$ cat src/rtl/uart_pkg.sv
// Shared UART definitions: frame geometry, baud timing constants and the
// receive state encoding used by the RX framer.
package uart_pkg;

    localparam int DATA_BITS = 8;
    localparam int BR_THR    = 1042;
    localparam int HALF_BIT  = 521;

    typedef enum logic [1:0] {
        RX_IDLE  = 2'd0,
        RX_START = 2'd1,
        RX_DATA  = 2'd2,
        RX_STOP  = 2'd3
    } rx_state_t;

endpackage

$ cat src/rtl/sync_2ff.sv
// Two-flop synchroniser for a single asynchronous level, with a selectable
// reset value so idle-high lines come out of reset inactive.
module sync_2ff #(
    parameter logic RST_VAL = 1'b0
) (
    input  logic clk,
    input  logic rst,
    input  logic d,
    output logic q
);

    logic meta;

    // Two back-to-back flops give the first stage a full cycle to settle.
    always_ff @(posedge clk or posedge rst) begin
        if (rst) begin
            meta <= RST_VAL;
            q    <= RST_VAL;
        end else begin
            meta <= d;
            q    <= meta;
        end
    end

endmodule

$ cat src/rtl/uart_rx_frame.sv
// UART receive framer: qualifies the start bit by sampling mid-bit, enables
// the baud generator for the data and stop bits, shifts in 8 bits LSB first
// and hands completed bytes to the host through a valid/ready register with
// one-cycle framing-error and overrun pulses.
module uart_rx_frame #(
    parameter int HALF_BIT = uart_pkg::HALF_BIT,
    parameter int CNT_W    = 10
) (
    input  logic       clk,
    input  logic       rst,
    input  logic       rxd,
    input  logic       rx_br_stb,
    output logic       rx_br_en,
    output logic [7:0] rx_data,
    output logic       rx_valid,
    input  logic       rx_ready,
    output logic       rx_frm_err,
    output logic       rx_ovr_err
);

    import uart_pkg::*;

    localparam logic [CNT_W-1:0] HALF_LAST = CNT_W'(HALF_BIT - 1);
    localparam logic [2:0]       LAST_BIT  = 3'(DATA_BITS - 1);

    rx_state_t        state;
    logic             rxd_s;
    logic             rxd_d;
    logic             fall;
    logic [CNT_W-1:0] half_cnt;
    logic [2:0]       bit_idx;
    logic [7:0]       shreg;

    sync_2ff #(
        .RST_VAL(1'b1)
    ) u_rxd_sync (
        .clk(clk),
        .rst(rst),
        .d  (rxd),
        .q  (rxd_s)
    );

    // Delayed copy of the synchronised line for high-to-low edge detection.
    always_ff @(posedge clk or posedge rst) begin
        if (rst) begin
            rxd_d <= 1'b1;
        end else begin
            rxd_d <= rxd_s;
        end
    end

    // A held-low line never looks like a new edge, so a break cannot retrigger.
    assign fall = rxd_d & ~rxd_s;

    // Frame state machine with registered enable, data, valid and error pulses.
    always_ff @(posedge clk or posedge rst) begin
        if (rst) begin
            state      <= RX_IDLE;
            half_cnt   <= '0;
            bit_idx    <= '0;
            shreg      <= '0;
            rx_data    <= '0;
            rx_valid   <= 1'b0;
            rx_frm_err <= 1'b0;
            rx_ovr_err <= 1'b0;
            rx_br_en   <= 1'b0;
        end else begin
            rx_frm_err <= 1'b0;
            rx_ovr_err <= 1'b0;

            // Host consumption; a same-cycle completion below overrides this.
            if (rx_valid && rx_ready) begin
                rx_valid <= 1'b0;
            end

            case (state)
                RX_IDLE: begin
                    if (fall) begin
                        half_cnt <= '0;
                        state    <= RX_START;
                    end
                end

                RX_START: begin
                    if (half_cnt == HALF_LAST) begin
                        if (!rxd_s) begin
                            bit_idx  <= '0;
                            rx_br_en <= 1'b1;
                            state    <= RX_DATA;
                        end else begin
                            state <= RX_IDLE;
                        end
                    end else begin
                        half_cnt <= half_cnt + 1'b1;
                    end
                end

                RX_DATA: begin
                    if (rx_br_stb) begin
                        shreg   <= {rxd_s, shreg[7:1]};
                        bit_idx <= bit_idx + 1'b1;
                        if (bit_idx == LAST_BIT) begin
                            state <= RX_STOP;
                        end
                    end
                end

                RX_STOP: begin
                    if (rx_br_stb) begin
                        if (rxd_s) begin
                            rx_data    <= shreg;
                            rx_valid   <= 1'b1;
                            rx_ovr_err <= rx_valid & ~rx_ready;
                        end else begin
                            rx_frm_err <= 1'b1;
                        end
                        rx_br_en <= 1'b0;
                        state    <= RX_IDLE;
                    end
                end

                default: begin
                    state <= RX_IDLE;
                end
            endcase
        end
    end

endmodule
$ cat config.mk
export PLATFORM = sky130hd
export DESIGN_NAME = uart_rx_frame
export DESIGN_NICKNAME = d
export VERILOG_FILES = /design/src/rtl/uart_pkg.sv /design/src/rtl/sync_2ff.sv /design/src/rtl/uart_rx_frame.sv
export SDC_FILE = /design/constraint.sdc
export NUM_CORES = 1
export LEC_CHECK = 0
export ABC_AREA = 1
export BUFFER_PORTS_ARGS = -buffer_cell sky130_fd_sc_hd__buf_4
export CAP_MARGIN = 0
export CELL_PAD_IN_SITES_DETAIL_PLACEMENT = 1
export CELL_PAD_IN_SITES_GLOBAL_PLACEMENT = 2
export CORE_ASPECT_RATIO = 1.4
export CORE_UTILIZATION = 38
export DETAILED_ROUTE_END_ITERATION = 12
export HOLD_SLACK_MARGIN = 0.12
export PLACE_DENSITY = 0.89
export SLEW_MARGIN = 20
export SYNTH_ARGS = -nofsm -noshare
export SYNTH_HDL_FRONTEND = slang
export SYNTH_SLANG_ARGS = --single-unit
$ cat constraint.sdc
create_clock -name clk -period 2.74 [get_ports clk]
set_input_delay 0.274 -clock clk [delete_from_list [all_inputs] [get_ports clk]]
set_output_delay 0.274 -clock clk [all_outputs]
set_load 0.1 [all_outputs]
# Word level (Yosys, flattened, before mapping)
# Index checks and enable logic that the tools add are counted.
[word_totals] regBits=38 input_bits=5 output_inout_bits=12 word_cells=69
[classes] n_addsub=2 eq_ne=12 mux=28 bitwise=4 reduce_logical=11
[op_table] cell="$mux 10" n=2
[op_table] cell="$pmux 10 s2" n=1
[op_table] cell="$ne 2x2->1 const B" n=7
[op_table] cell="$mux 1" n=13
[op_table] cell="$mux 2" n=6
[op_table] cell="$add 10x1->10 const B" n=1
[op_table] cell="$eq 10x10->1 const B" n=1
[op_table] cell="$mux 3" n=3
[op_table] cell="$pmux 2 s4" n=1
[op_table] cell="$reduce_and 4->1" n=2
[op_table] cell="$pmux 3 s2" n=1
[op_table] cell="$reduce_and 3->1" n=2
[op_table] cell="$reduce_bool 2->1" n=3
[op_table] cell="$reduce_and 5->1" n=1
[op_table] cell="$eq 2x2->1 const B" n=2
[op_table] cell="$add 3x1->3 const B" n=1
[op_table] cell="$eq 3x3->1 const B" n=1
[op_table] cell="$and 1x1->1" n=2
[op_table] cell="$eq 2x1->1 const B" n=1
[op_table] cell="$logic_not 2->1" n=1
[op_table] cell="$not 1->1" n=2
[op_table] cell="$pmux 1 s2" n=1
[op_table] cell="$reduce_and 2->1" n=1
[op_table] cell="$logic_and 1x1->1" n=1

# Logic depth before layout (Yosys ltp)
[depth] word_depth=5 depth_mapped=10 ltp_nobuf=9

# By module
# From an unflattened synthesis, not the netlist that was laid out.
[unflattened] hier_cells=202 hier_area_um2=1776.7
[modules_own_cells] mod="uart_rx_frame" n_inst=1 cells_each=199 area_each_um2=1720.4 seq_area_each_um2=902.1
[modules_own_cells] mod="sync_2ff" n_inst=1 cells_each=3 area_each_um2=56.3 seq_area_each_um2=52.6

# Worst setup path after synthesis
# OpenSTA, ideal clock, no wires.
[synth_path] kind="register -> register" from="register half_cnt[0]" to="register rx_br_en" setup_ns=0.120 arrival_time_ns=1.245 required_time_ns=2.620 setup_slack_ns=1.376 path_stages_with_launch=11 path_buffers=1 synth_period_minus_slack_ns=1.364 path_cell_list="dfrtp_1 inv_1 ha_1 nand2_1 nor2_1 nand3_2 nand2_2 buf_6 nand3_1 nand2_1 nand2_1"
[synth_via] elab_chain_cells=3
[synth_lines] element="start, declared" line_no="uart_rx_frame.sv:30" source="logic [CNT_W-1:0] half_cnt;"
[synth_lines] element="start signal, assigned" line_no="uart_rx_frame.sv:94" source="half_cnt <= half_cnt + 1'b1;"
[synth_lines] element="$eq 10x10->1" line_no="uart_rx_frame.sv:85" source="if (half_cnt == HALF_LAST) begin"
[synth_lines] element="$ne 2x2->1 (no line)"
[synth_lines] element="$reduce_and 4->1 (no line)"
[synth_lines] element="end signal, assigned" line_no="uart_rx_frame.sv:66" source="rx_br_en <= 1'b0;"
[synth_lines] element="end signal, assigned" line_no="uart_rx_frame.sv:88" source="rx_br_en <= 1'b1;"
[synth_lines] element="end signal, assigned" line_no="uart_rx_frame.sv:117" source="rx_br_en <= 1'b0;"
[synth_lines] element="end, declared" line_no="uart_rx_frame.sv:13" source="output logic rx_br_en,"
# No other way between the ends.
# A chain may end at the register's enable or synchronous reset.

# Worst setup path in the final report
[layout_path] from="register half_cnt[0]" to="register half_cnt[2]"
[layout_via] elab_chain_cells=3 elab_cells_between_ends=6 cone_classes="add/sub: 1; eq/ne: 2; mux: 2; reduce/logical: 1"
[layout_lines] element="$add 10x1->10 or $eq 10x10->1 (tied branches)" line_no="uart_rx_frame.sv:94, uart_rx_frame.sv:85"
[layout_lines] element="$mux 10 or $ne 2x2->1 (tied branches)"
[layout_lines] element="$pmux 10 s2 or $reduce_and 3->1 (tied branches)"
# Parallel ways exist; a longest one is shown, timed or not. The select of a mux whose other input is x is not followed.

==> results.md <==
- Status: finished, final reports clean
- Worst Path Arrival: between 1.5 and 2 ns
- Clk root buf: clkbuf_8
- Critical path class: reg2reg
- Fin Clk Skew: 0.003077 ns
- Setup TNS: 0 ns
- Most frequent cells in the layout: 47 x nand2_1, 35 x dfrtp_1, 26 x inv_1, 18 x buf_4
- Final design area excluding fillers: 2063 µm²
- Initial DRC Count: 24
- Post-synthesis cell area: 1777 µm²
- RSZ-0062 raised after global routing: false
- PortBufs: 16
- Startpoint types: flop
- Routed WL: around 3800 µm
- Share of post-route cells with drive strength above 1: 0.2072
- Fin nets: 230
- DR pass1 iterations: 4
- Warnings from Yosys: 0
- Die Wd: 59.79 µm
- CP endpoint kind: flop
- Top cell by count, worst path: nand2_1
- Vias per Instance: roughly 4.8
- Core Area: 4499 µm²
- Clock Latency Late Sink: 0.29 ns
- CTS buffer count: 5
- Final Instance Count excl. Fillers: 284
- Max Slew Vio Count: 0
- Total Power: 2207 µW
- Worst EP required: about 2.9 ns
- Initial Util: 0.3949
- Placer Congestion: 0.8163
- Placed insts: 275
- Worst min-delay path class: in2async
- Peak VDD IR: 0.7401 mV
- Leakage: 0.001010 µW
- Sequential fraction of the synthesis area: 0.5373
- GRT Total Usage: 0.1824
- Post-synth top area cell: dfrtp_1
- GRT overflow: 0
- Routed wire per std cell: 13.37 µm
- Register bit total from synthesis: 38
- Clock transition at path regs: around 0.07 ns
- H-tree levels: 2
- Synth unique cells: 26
- Std cell rows: 29
- Finish-stage setup viols: 0
- Via count: roughly 1.4k
- Final hold violation count: 0
- Post-placement cell area: a little under 2000 µm²
- Final Critical Period: 1.635 ns
- Antenna cell count: 0
- Vias in the first global route: 1,474
- ANT nets after route: 0
- Mean Syn Cell Area: 8.973 µm²
- Max stage delay on crit path: 0.46 ns
- Slowest CP cell: dfrtp_1
- Largest net degree at the start of global routing: 25
- CTS max path bufs: 2
- Critical Path, Cell by Cell: inv_1 > ha_1 > nand2_1 > nor2_1 > nand3_2 > nand2_2 > nand2_1 > nand3_1 > o21ai_0
- Max frequency: roughly 600 MHz
- CP top delay family: simple AND/OR/NAND/NOR gates
- Leading post-synthesis cells by cell area: dfrtp_1 49%, nand2_1 9.9%, inv_1 5.5%
- Top cell type's share of synthesized area: 0.4930
- Commonest non-fill, non-tap cell in the layout: nand2_1
- CTS tree: done
- Pwr dens: 1070 nW/µm²
- Cells after synthesis: 198
- Global-route wire length before repair: between 6000 and 7000 µm
- Max Cap Viol: 0
- Area grow syn2layout: 16.13%
- Slew of the pin with the lowest slew margin: 0.9038 ns
- CTS Sinks: 38
- Initial antenna violation count: 0
- DR DRC count: 0
- Die Footprint: 4957 µm²
- CP Max Fanout: 12
- I/O pin cnt: 17
- Buf/Inv on CP: 1
- Syn_nets: 207
- HPWL reported at the end of detailed placement: around 2900 µm
- DIE HEIGHT: a little over 80 µm
- Fin crit share: 0.5967
- Rel. slew slack: 0.3968
==> worst reg2reg max path, delay by kind of cell, from the launching register on <==
family	cells	cell delay (ns)
and+or+nand+nor	6	0.73
adders and majority gates	1	0.14
AOI/OAI and AO/OA	1	0.07
DFF	1	0.46
buffers and inverters	1	0.09
==> sequential cells by signal (all words and copies together), names as in the netlist, named ones only <==
register	count
rx_data	8
rx_ovr_err	1
shreg	8
rx_valid	1
rxd_d	1
bit_idx	3
rx_br_en	1
rx_frm_err	1
half_cnt	10
u_rxd_sync.meta	1
state	1
u_rxd_sync.q	1
==> report_power, final <==
| part | internal, µW | switching (µW) | leakage, µW |
|---|---|---|---|
| Clock | 203 | 190 | 0.0000482 |
| Sequential | 711 | 118 | 0.000497 |
| Combinational | 234 | 751 | 0.000464 |
==> per-layer routing <==
| layer | track usage | part of all wire |
|---|---|---|
| met1 | 0.2187 | 0.42 |
| met2 | 0.3051 | 0.53 |
| met3 | 0.03738 | 0.020 |
| met4 | 0.08034 | 0.028 |
| met5 | 0 | 0 |
==> cell usage after synthesis <==
master and count:
mux2_2 1, a21o_1 1, a21boi_0 1, nor2_1 15, mux2i_1 1, nor3_1 1, buf_6 2, dfrtp_1 35
o21ai_2 9, inv_1 26, a21oi_1 2, dfstp_2 3, nor2_4 1, nand3_2 1, nand2_1 47, nand3_1 17
xor2_1 2, o21ai_1 1, nand3_4 1, inv_2 2, o21ai_0 17, buf_2 1, nand4_1 3, ha_1 4
o31ai_1 1, nand2_2 3
==> path summary, 6_finish.rpt <==
check,start,endpoint,slack (ns),cells past startpoint
setup reg to reg,half_cnt[0],half_cnt[2],1.11,9
hold reg to reg,u_rxd_sync.meta,u_rxd_sync.q,0.36,0
max in group asynchronous,rst,u_rxd_sync.q,1.82,3
min in group clk,rx_ready,rx_ovr_err,0.24,4
setup / recovery,half_cnt[0],half_cnt[2],1.11,9
hold / removal,rst,rx_ovr_err,0.18,2
==> repair_timing <==
action                                  CTS  global route
hold buffers                              1             0
endpoints found under the hold margin     1             0
gates resized for setup                   0             0
setup buffers                             0             0
endpoints found under the setup margin    0             0
==> cell families (layout without fill, tap and decap cells) <==
| family | count (synthesis) | in the layout | synth area share |
|---|---|---|---|
| compound gates | 32 | 32 | 0.1134 |
| xor+xnor | 2 | 2 | 0.009861 |
| fa+ha+maj | 4 | 4 | 0.02817 |
| buf+inv | 31 | 55 | 0.07464 |
| flops | 38 | 38 | 0.5373 |
| mux | 2 | 2 | 0.01197 |
| simple gates | 89 | 89 | 0.2246 |
==> stage by stage <==
stage / setup slack, ns / util / hold WS [ns]
4_1_cts: 1.092 / 0.4586 / 0.2038
3_5_place_dp: 1.096 / 0.4360 / 0.3504
6_report: 1.105 / 0.4586 / 0.1823
3_3_place_gp: 1.160 / 0.4360 / 0.3472
2_1_floorplan: 1.376 / - / 0.2785
5_1_grt: 0.9039 / 0.4586 / 0.2531
==> cell type report <==
| class | instances | area [µm²] |
|---|---|---|
| Clock inverter | 1 | 5.005 |
| Multi-Input combinational cell | 129 | 689.4 |
| Timing Repair Buffer | 19 | 145.1 |
| Clock buffer | 7 | 86.33 |
| Sequential cell | 38 | 954.7 |
| Tap cell | 62 | 77.57 |
| Inverter | 28 | 105.1 |
| Fill cell | 555 | 2436 |
(Power assumes the default switching activity.)
